### config.mk
export PLATFORM = sky130hd
export DESIGN_NAME = fft_out_streamer
export DESIGN_NICKNAME = d
export VERILOG_FILES = /design/src/rtl/fft_out_streamer.sv
export SDC_FILE = /design/constraint.sdc
export NUM_CORES = 2
export LEC_CHECK = 0
export ABC_AREA = 1
export CORE_AREA = 2 2 667 669
export DETAILED_ROUTE_END_ITERATION = 12
export DIE_AREA = 0 0 669 671
export GPL_TIMING_DRIVEN = 0
export PLACE_DENSITY = 0.32
export SLEW_MARGIN = 5
export SYNTH_ARGS = -nofsm -noshare
export SYNTH_HDL_FRONTEND = slang
export SYNTH_SLANG_ARGS = --single-unit
### constraint.sdc
create_clock -name clk -period 156.2 [get_ports clk]
set_input_delay 15.62 -clock clk [delete_from_list [all_inputs] [get_ports clk]]
set_output_delay 15.62 -clock clk [all_outputs]
set_load 0.02 [all_outputs]
### src/rtl/fft_out_streamer.sv
// Streams a captured 16-bin FFT result one bin per beat over a valid/ready port,
// with optional bit-reversed bin order and an |re|+|im| magnitude per beat.
module fft_out_streamer #(
  parameter int N      = 16,
  parameter int OUTW   = 48,
  parameter int BITREV = 0
) (
  input  logic                   clk,
  input  logic                   rst,
  input  logic                   capture,
  input  logic [N*OUTW-1:0]      yr_flat,
  input  logic [N*OUTW-1:0]      yi_flat,
  output logic                   out_valid,
  input  logic                   out_ready,
  output logic [3:0]             out_idx,
  output logic signed [OUTW-1:0] out_re,
  output logic signed [OUTW-1:0] out_im,
  output logic [OUTW:0]          out_mag,
  output logic                   out_last,
  output logic                   busy,
  output logic                   done,
  output logic                   drop_err
);

  typedef enum logic [0:0] {
    IDLE   = 1'b0,
    STREAM = 1'b1
  } state_t;

  state_t                 state;
  state_t                 state_next;
  logic [3:0]             idx;
  logic [3:0]             idx_next;
  logic                   done_next;
  logic                   drop_next;
  logic [3:0]             sel;
  logic signed [OUTW-1:0] buf_re [N];
  logic signed [OUTW-1:0] buf_im [N];

  function automatic logic [3:0] bitrev4(input logic [3:0] v);
    return {v[0], v[1], v[2], v[3]};
  endfunction

  // One extra bit so that the most negative input maps to its true magnitude.
  function automatic logic [OUTW:0] abs_val(input logic signed [OUTW-1:0] v);
    logic [OUTW:0] ext;
    ext = {v[OUTW-1], v};
    if (v[OUTW-1]) begin
      return (~ext) + {{OUTW{1'b0}}, 1'b1};
    end else begin
      return ext;
    end
  endfunction

  // State, beat counter, flags and the snapshot buffer.
  always_ff @(posedge clk) begin
    if (rst) begin
      state    <= IDLE;
      idx      <= 4'd0;
      done     <= 1'b0;
      drop_err <= 1'b0;
      for (int i = 0; i < N; i++) begin
        buf_re[i] <= '0;
        buf_im[i] <= '0;
      end
    end else begin
      state    <= state_next;
      idx      <= idx_next;
      done     <= done_next;
      drop_err <= drop_next;
      if (state == IDLE && capture) begin
        for (int i = 0; i < N; i++) begin
          buf_re[i] <= yr_flat[i*OUTW +: OUTW];
          buf_im[i] <= yi_flat[i*OUTW +: OUTW];
        end
      end
    end
  end

  // Next-state: capture only from IDLE; captures during a stream are flagged.
  always_comb begin
    state_next = state;
    idx_next   = idx;
    done_next  = 1'b0;
    drop_next  = drop_err;
    case (state)
      IDLE: begin
        if (capture) begin
          state_next = STREAM;
          idx_next   = 4'd0;
        end else begin
          state_next = IDLE;
        end
      end
      STREAM: begin
        if (capture) begin
          drop_next = 1'b1;
        end else begin
          drop_next = drop_err;
        end
        if (out_ready) begin
          if (idx == 4'd15) begin
            state_next = IDLE;
            idx_next   = 4'd0;
            done_next  = 1'b1;
          end else begin
            idx_next = idx + 4'd1;
          end
        end else begin
          idx_next = idx;
        end
      end
      default: begin
        state_next = IDLE;
        idx_next   = 4'd0;
      end
    endcase
  end

  // Beat outputs are decoded straight from registered state and buffer.
  always_comb begin
    sel       = (BITREV == 1) ? bitrev4(idx) : idx;
    out_valid = 1'b0;
    busy      = 1'b0;
    out_idx   = 4'd0;
    out_re    = '0;
    out_im    = '0;
    out_mag   = '0;
    out_last  = 1'b0;
    if (state == STREAM) begin
      out_valid = 1'b1;
      busy      = 1'b1;
      out_idx   = idx;
      out_re    = buf_re[sel];
      out_im    = buf_im[sel];
      out_mag   = abs_val(buf_re[sel]) + abs_val(buf_im[sel]);
      out_last  = (idx == 4'd15);
    end else begin
      out_valid = 1'b0;
    end
  end

endmodule

==> metrics.md <==
| Metric | Value |
|---|---|
| Worst-Skew Late Latency | about 0.96 ns |
| PD cells | 11.5 nW/um^2 |
| Ys async rst share | 0% |
| CP Capture Type | output port |
| Final Hold Viols | 0 |
| Core Footprint | 441000 sq um |
| Total Routing Usage GR | about a third |
| Placed inst area | about 110000 sq um |
| Final WS setup | 131.21 ns |
| Max FO, Critical Path | 10 |
| Status | finished with violations |
| Top-area cell type share of the netlist area | between 50% and 60% |
| Max VDD drop | a little under 0.00001 V |
| CP startpoint kind | flip-flop |
| Initial antenna violation count | about 230 |
| HPWL after DPL | between 600 and 700 mm |
| Grt total ovfl | 0 |
| Clock skew | between 0.07 and 0.08 ns |
| Ys flop type | edfxtp_1 |
| Htree depth | 4 |
| Via count | a little over 80k |
| Max Freq | approximately 40 MHz |
| GPL Wtd Cong | around 0.93 |
| Clock Sinks | 1547 |
| Required time of the worst setup path | between 100 and 150 ns |
| Avg Cell Area, Syn | between 8 and 9 sq um |
| Post-DR vias/cell | about 4.6 |
| Worst-path clk slew | 0.06 ns |
| Setup_tns | 0 ns |
| Pre-CTS setup slack | 132.36 ns |
| Seq/Total Area, Yosys | between 50% and 60% |
| Critical path arrival | 9.37 ns |
| TritonCTS Buffers | 207 |
| Synth warn | 0 |
| Crit Path Category | reg2out |
| Slew headroom | -6.88% |
| MaxCap Viol Count | 2 |
| Routed len/inst | about 42 microns |
| Largest net degree at the start of global routing | 29 |
| Port-buffer cells | approximately 1.7k |
| Setup violators final | 0 |
| ANT nets after route | 0 |
| Die Height | ~670 microns |
| Post-Syn Instances | between 9k and 10k |
| Cts repair resizes | 0 |
| Placed Cells | ~17k |
| Routed WL | ~760 mm |
| Total power | between 0.001 and 0.0015 W |
| Nets@finish | between 10k and 15k |
| Fraction of layout cells with a size suffix above 1 | approximately 7% |
| Final Cell Area | about 120000 sq um |
| Iter 0 DRT Violations | between 10k and 15k |
| Pre-antenna DRT Iters | 5 |
| Clock root cell | clkbuf_16 |
| Area Growth Syn to Fin | 41.5% |
| Worst hold path class | reg2reg |
| Setup Buffers After CTS | 0 |
| Static leakage | 50.4 nW |
| Yosys reg bits | approximately 1.5k |
| Io pins | about 1.7k |
| Mapped Area | 81500 sq um |
| Synth cell types | a little under 50 |
| Failing checks | max-capacitance violations, max-slew violations |
| Hold buffer count at CTS | 0 |
| Tmin final | between 20 and 25 ns |
| Slew @ Worst Pin | between 1.5 and 2 ns |
| Syn_nets | approximately 11k |
| RSZ-0062 raised after global routing | false |
| First-pass GRT wire length | between 900 and 1000 mm |
| Yosys top cell by area | edfxtp_1 |
| Starting Density | 18.5% |
| Die footprint | around 450000 sq um |
| Fin crit share | ~16% |
| DRC viols | 0 |
| Chip width | ~670 microns |
| Vias in the first global route | slightly above 80k |
| Max clock buf depth | 4 |
| Number of flops mapped to enable cells by yosys | 1536 |
| Non-Filler Instances | about 18k |
| Fin. max-slew vios | 13 |
| Row count | around 240 |
| Synth top area cells | edfxtp_1, nor2_1, inv_1, nand2_1, nand3_1 |
| CTS tree | done |
## sequential cells by signal (all words and copies together) (netlist names), named ones only
name and flops:
drop_err 1, buf_im 768, idx 4, buf_re 768, state 1, done 1
## worst max-delay path, cell delays in order (launching register included)
cell and delay, ns:
dfxtp_1 0.37, inv_2 0.20, buf_2 0.76, clkbuf_1 1.10, o21ai_0 0.44, o211ai_1 0.41
nand3_1 0.26, nand2_1 0.66, nor2_1 0.16, nand2_1 0.19, nor2_1 0.09, o21ai_1 0.12
nor2_1 0.05, nor2_1 0.44, ha_1 0.34, nand2_1 0.13, nor2_1 0.17, inv_1 0.11
nor4_1 0.69, nand4_1 0.30, nand3_1 0.31, nand2_1 0.08, nand2_1 0.08, o21ai_0 0.07
a21oi_1 0.22, clkdlybuf4s50_1 0.66
## per-stage QoR
stage	hold WS (ns)	util [%]
floorplan	0.471	-
global placement	0.464	24.0
detailed placement	0.459	24.6
CTS	0.473	26.1
global route	0.523	26.1
finish	0.478	26.2
## cell type report
type                    count  area (sq um)
fillers                 48400        326000
flip-flops and latches   1547         46300
multi-input cells        5678         25100
repair buffers           1810         19600
inverters                1973          7410
well taps                5904          7390
clock buffers             250          5380
plain buffers             516          2880
clock inverters           114          1140
diodes                     69           173
## cell families (layout without fill, tap and decap cells)
| kind of cell | count (synthesis) | after routing | synth area share [%] |
|---|---|---|---|
| flip-flops | 1547 | 1547 | 56.8 |
| buffers and inverters | 2489 | 4663 | 12.5 |
| AND/OR/NAND/NOR | 4608 | 4608 | 22.5 |
| XOR/XNOR | 79 | 79 | 0.848 |
| adder cells (fa/ha/maj) | 52 | 52 | 0.807 |
| other | 0 | 69 | 0 |
| AO/OA/AOI/OAI | 939 | 939 | 6.56 |
## Yosys cell counts (all sizes together) (2+ instances only)
library cell and instances:
or2 5, o21ai 574, dfxtp 11, o22ai 3, clkbuf 233, o21a 5, edfxtp 1536, o21bai 13
a211oi 2, a221oi 2, nor3 12, o211ai 172, a31oi 13, a21oi 129, nand4 22, xor2 65
a21o 7, nor4 8, ha 51, nand3 611, buf 283, inv 1972, nor2 2726, a21boi 4
and3 2, xnor2 14, o221ai 13, nand2 1220
## metal layers
layer / wire (microns) / vias up / share of wire (%) / GRT usage [%]
met2: 358000 / 4839 / 47 / 54.7
met4: 46000 / 62 / 6.1 / 16.9
met3: 48800 / 1032 / 6.4 / 4.86
met1: 305000 / 42000 / 40 / 40.7
met5: 408 / - / 0.054 / 0
li1: - / 34600 / - / -
## report_power, final
part           switching (W)  internal, W
Combinational       0.000235     0.000101
Clock               0.000216     0.000274
Sequential         0.0000113     0.000492
Total               0.000462     0.000867
## cells in the final DEF (no fill, tap or decap), types with 51 or more instances in the layout
cell and count:
nor2_1 2686, inv_1 1960, clkdlybuf4s50_1 1692, edfxtp_1 1536, nand2_1 1205, nand3_1 608
o21ai_0 475, clkbuf_16 209, clkbuf_1 193, buf_2 166, o211ai_1 162, a21oi_1 129
o21ai_1 95, clkbuf_2 80, buf_12 72, diode_2 69, buf_6 67, xor2_1 65
ha_1 51
## worst paths after layout
kind | cells past startpoint | start | slack [ns] | endpoint
min | 2 | drop_err | 0.48 | drop_err
min reg2reg | 2 | drop_err | 0.48 | drop_err
max | 25 | flip-flop | 131.21 | out_mag[44]
max reg2reg | 9 | state | 150.99 | buf_im[9][23]
No activity file was read; power rests on OpenSTA's default activity.
==> RTL change: new RTL, config.mk and constraints unchanged <==
Put one more register stage on the output `drop_err`, cleared by the reset. The value now appears one clock later. The other outputs are not delayed to match.
--- a/src/rtl/fft_out_streamer.sv
+++ b/src/rtl/fft_out_streamer.sv
@@ -26,6 +26,8 @@
     IDLE   = 1'b0,
     STREAM = 1'b1
   } state_t;
+
+  logic drop_err_s0;
 
   state_t                 state;
   state_t                 state_next;
@@ -58,7 +60,7 @@
       state    <= IDLE;
       idx      <= 4'd0;
       done     <= 1'b0;
-      drop_err <= 1'b0;
+      drop_err_s0 <= 1'b0;
       for (int i = 0; i < N; i++) begin
         buf_re[i] <= '0;
         buf_im[i] <= '0;
@@ -67,7 +69,7 @@
       state    <= state_next;
       idx      <= idx_next;
       done     <= done_next;
-      drop_err <= drop_next;
+      drop_err_s0 <= drop_next;
       if (state == IDLE && capture) begin
         for (int i = 0; i < N; i++) begin
           buf_re[i] <= yr_flat[i*OUTW +: OUTW];
@@ -82,7 +84,7 @@
     state_next = state;
     idx_next   = idx;
     done_next  = 1'b0;
-    drop_next  = drop_err;
+    drop_next  = drop_err_s0;
     case (state)
       IDLE: begin
         if (capture) begin
@@ -96,7 +98,7 @@
         if (capture) begin
           drop_next = 1'b1;
         end else begin
-          drop_next = drop_err;
+          drop_next = drop_err_s0;
         end
         if (out_ready) begin
           if (idx == 4'd15) begin
@@ -140,5 +142,13 @@
     end
   end
 
+  always_ff @(posedge clk) begin
+    if (rst) begin
+      drop_err <= '0;
+    end else begin
+      drop_err <= drop_err_s0;
+    end
+  end
+
 endmodule
 
Check against the original RTL: not settled (the Yosys comparison gave no result); the edit may change what the design does.
==> RTL change against the original RTL <==
The run still ends with capacitance limit, slew limit left; power fell by 1.5%; worst setup slack improved by 0.051 ns; design area fell by 0.72%; routed wire length is 0.30% higher; count of clock-buffer cells in the layout grew 18; area after synthesis decreased by 0.71%; sequential cell count increased by 1; clock skew fell by 0.0038 ns; die area did not move; sequential share of layout area increased by 0.31 points; critical endpoint is now out_mag[28].
==> RTL change: results <==
[min_path]
min_from = drop_err_s0
whs_endpoint = drop_err

[synthesis]
synth.avg_cell_area_um2 = 8.371
yosysSeqAreaShare = 0.5726
synth-xor-area-share = 0.008654
synthDistinctLibCells = 45
netlist_top_cells_count = nor2_1 (2747), inv_1 (1949), edfxtp_1 (1536), nand2_1 (1118), nand3_1 (621)

[placed_design]
gp_congestion = 0.9252
dp_hpwl_mm = 608.4
place_area_mm2 = 0.1081
dp_slack_ns = 132.30
place_inst = 17386

[power]
ir_drop_uv = 8.056
p_leak_nw = 50.07
clockPowerShare = 0.362
total_power_mw = 1.310
p_sw_frac = 0.3481

[drt]
post_drt_wl_per_cell_um = 42.67
viasPerCell = 4.643
drtPass1Iterations = 8
drt_iter0_drc = 10907
route.vias.total = 82817

[final_layout]
final_nets = 13280
fillerInstances = 48581
drive_gt1_frac = 0.06555

[grt]
antenna_found_initial = 233

[sta]
drv_slew = 12
fin_skew_ns = 0.06922
worst_hold_slack_ns = 0.4455

[outcome]
violations = capacitance limit, slew limit
outcome = complete, but fails checks

[worst_setup_path]
cp_slowest_stage_delay_ns = 0.79
reg2reg_setup_slack_ns = 151.17
r2r-end = buf_re[9][45]
ff2ff_path_depth = 8

[run]
drv_cap = 3
## RTL change: final cells by class
type	instances	area share
Inverter	1967	0.06446
Sequential cell	1548	0.4046
Buffer	516	0.02281
Clock buffer	268	0.04748
Timing Repair Buffer	1810	0.1711
Clock inverter	104	0.007261
Multi-Input combinational cell	5641	0.2161
Antenna cell	78	0.001703
Tap cell	5904	0.06447
## RTL change: worst max-delay path by stage
stage	start	slack [ns]	endpoint
4_1_cts	flip-flop	131.31	out_mag[47]
3_3_place_gp	capture	-56.17	flip-flop
3_5_place_dp	flip-flop	132.30	out_mag[47]
5_1_grt	flip-flop	131.10	out_mag[28]
6_report	flip-flop	131.26	out_mag[28]
2_1_floorplan	capture	25.23	flip-flop
## RTL change: routing by layer
metal	wire, um	GRT usage	share of wire
met1	301700	0.4017	0.40
met2	357500	0.5462	0.47
met3	53110	0.05805	0.070
met4	48330	0.1734	0.063
met5	446	0	0.00059
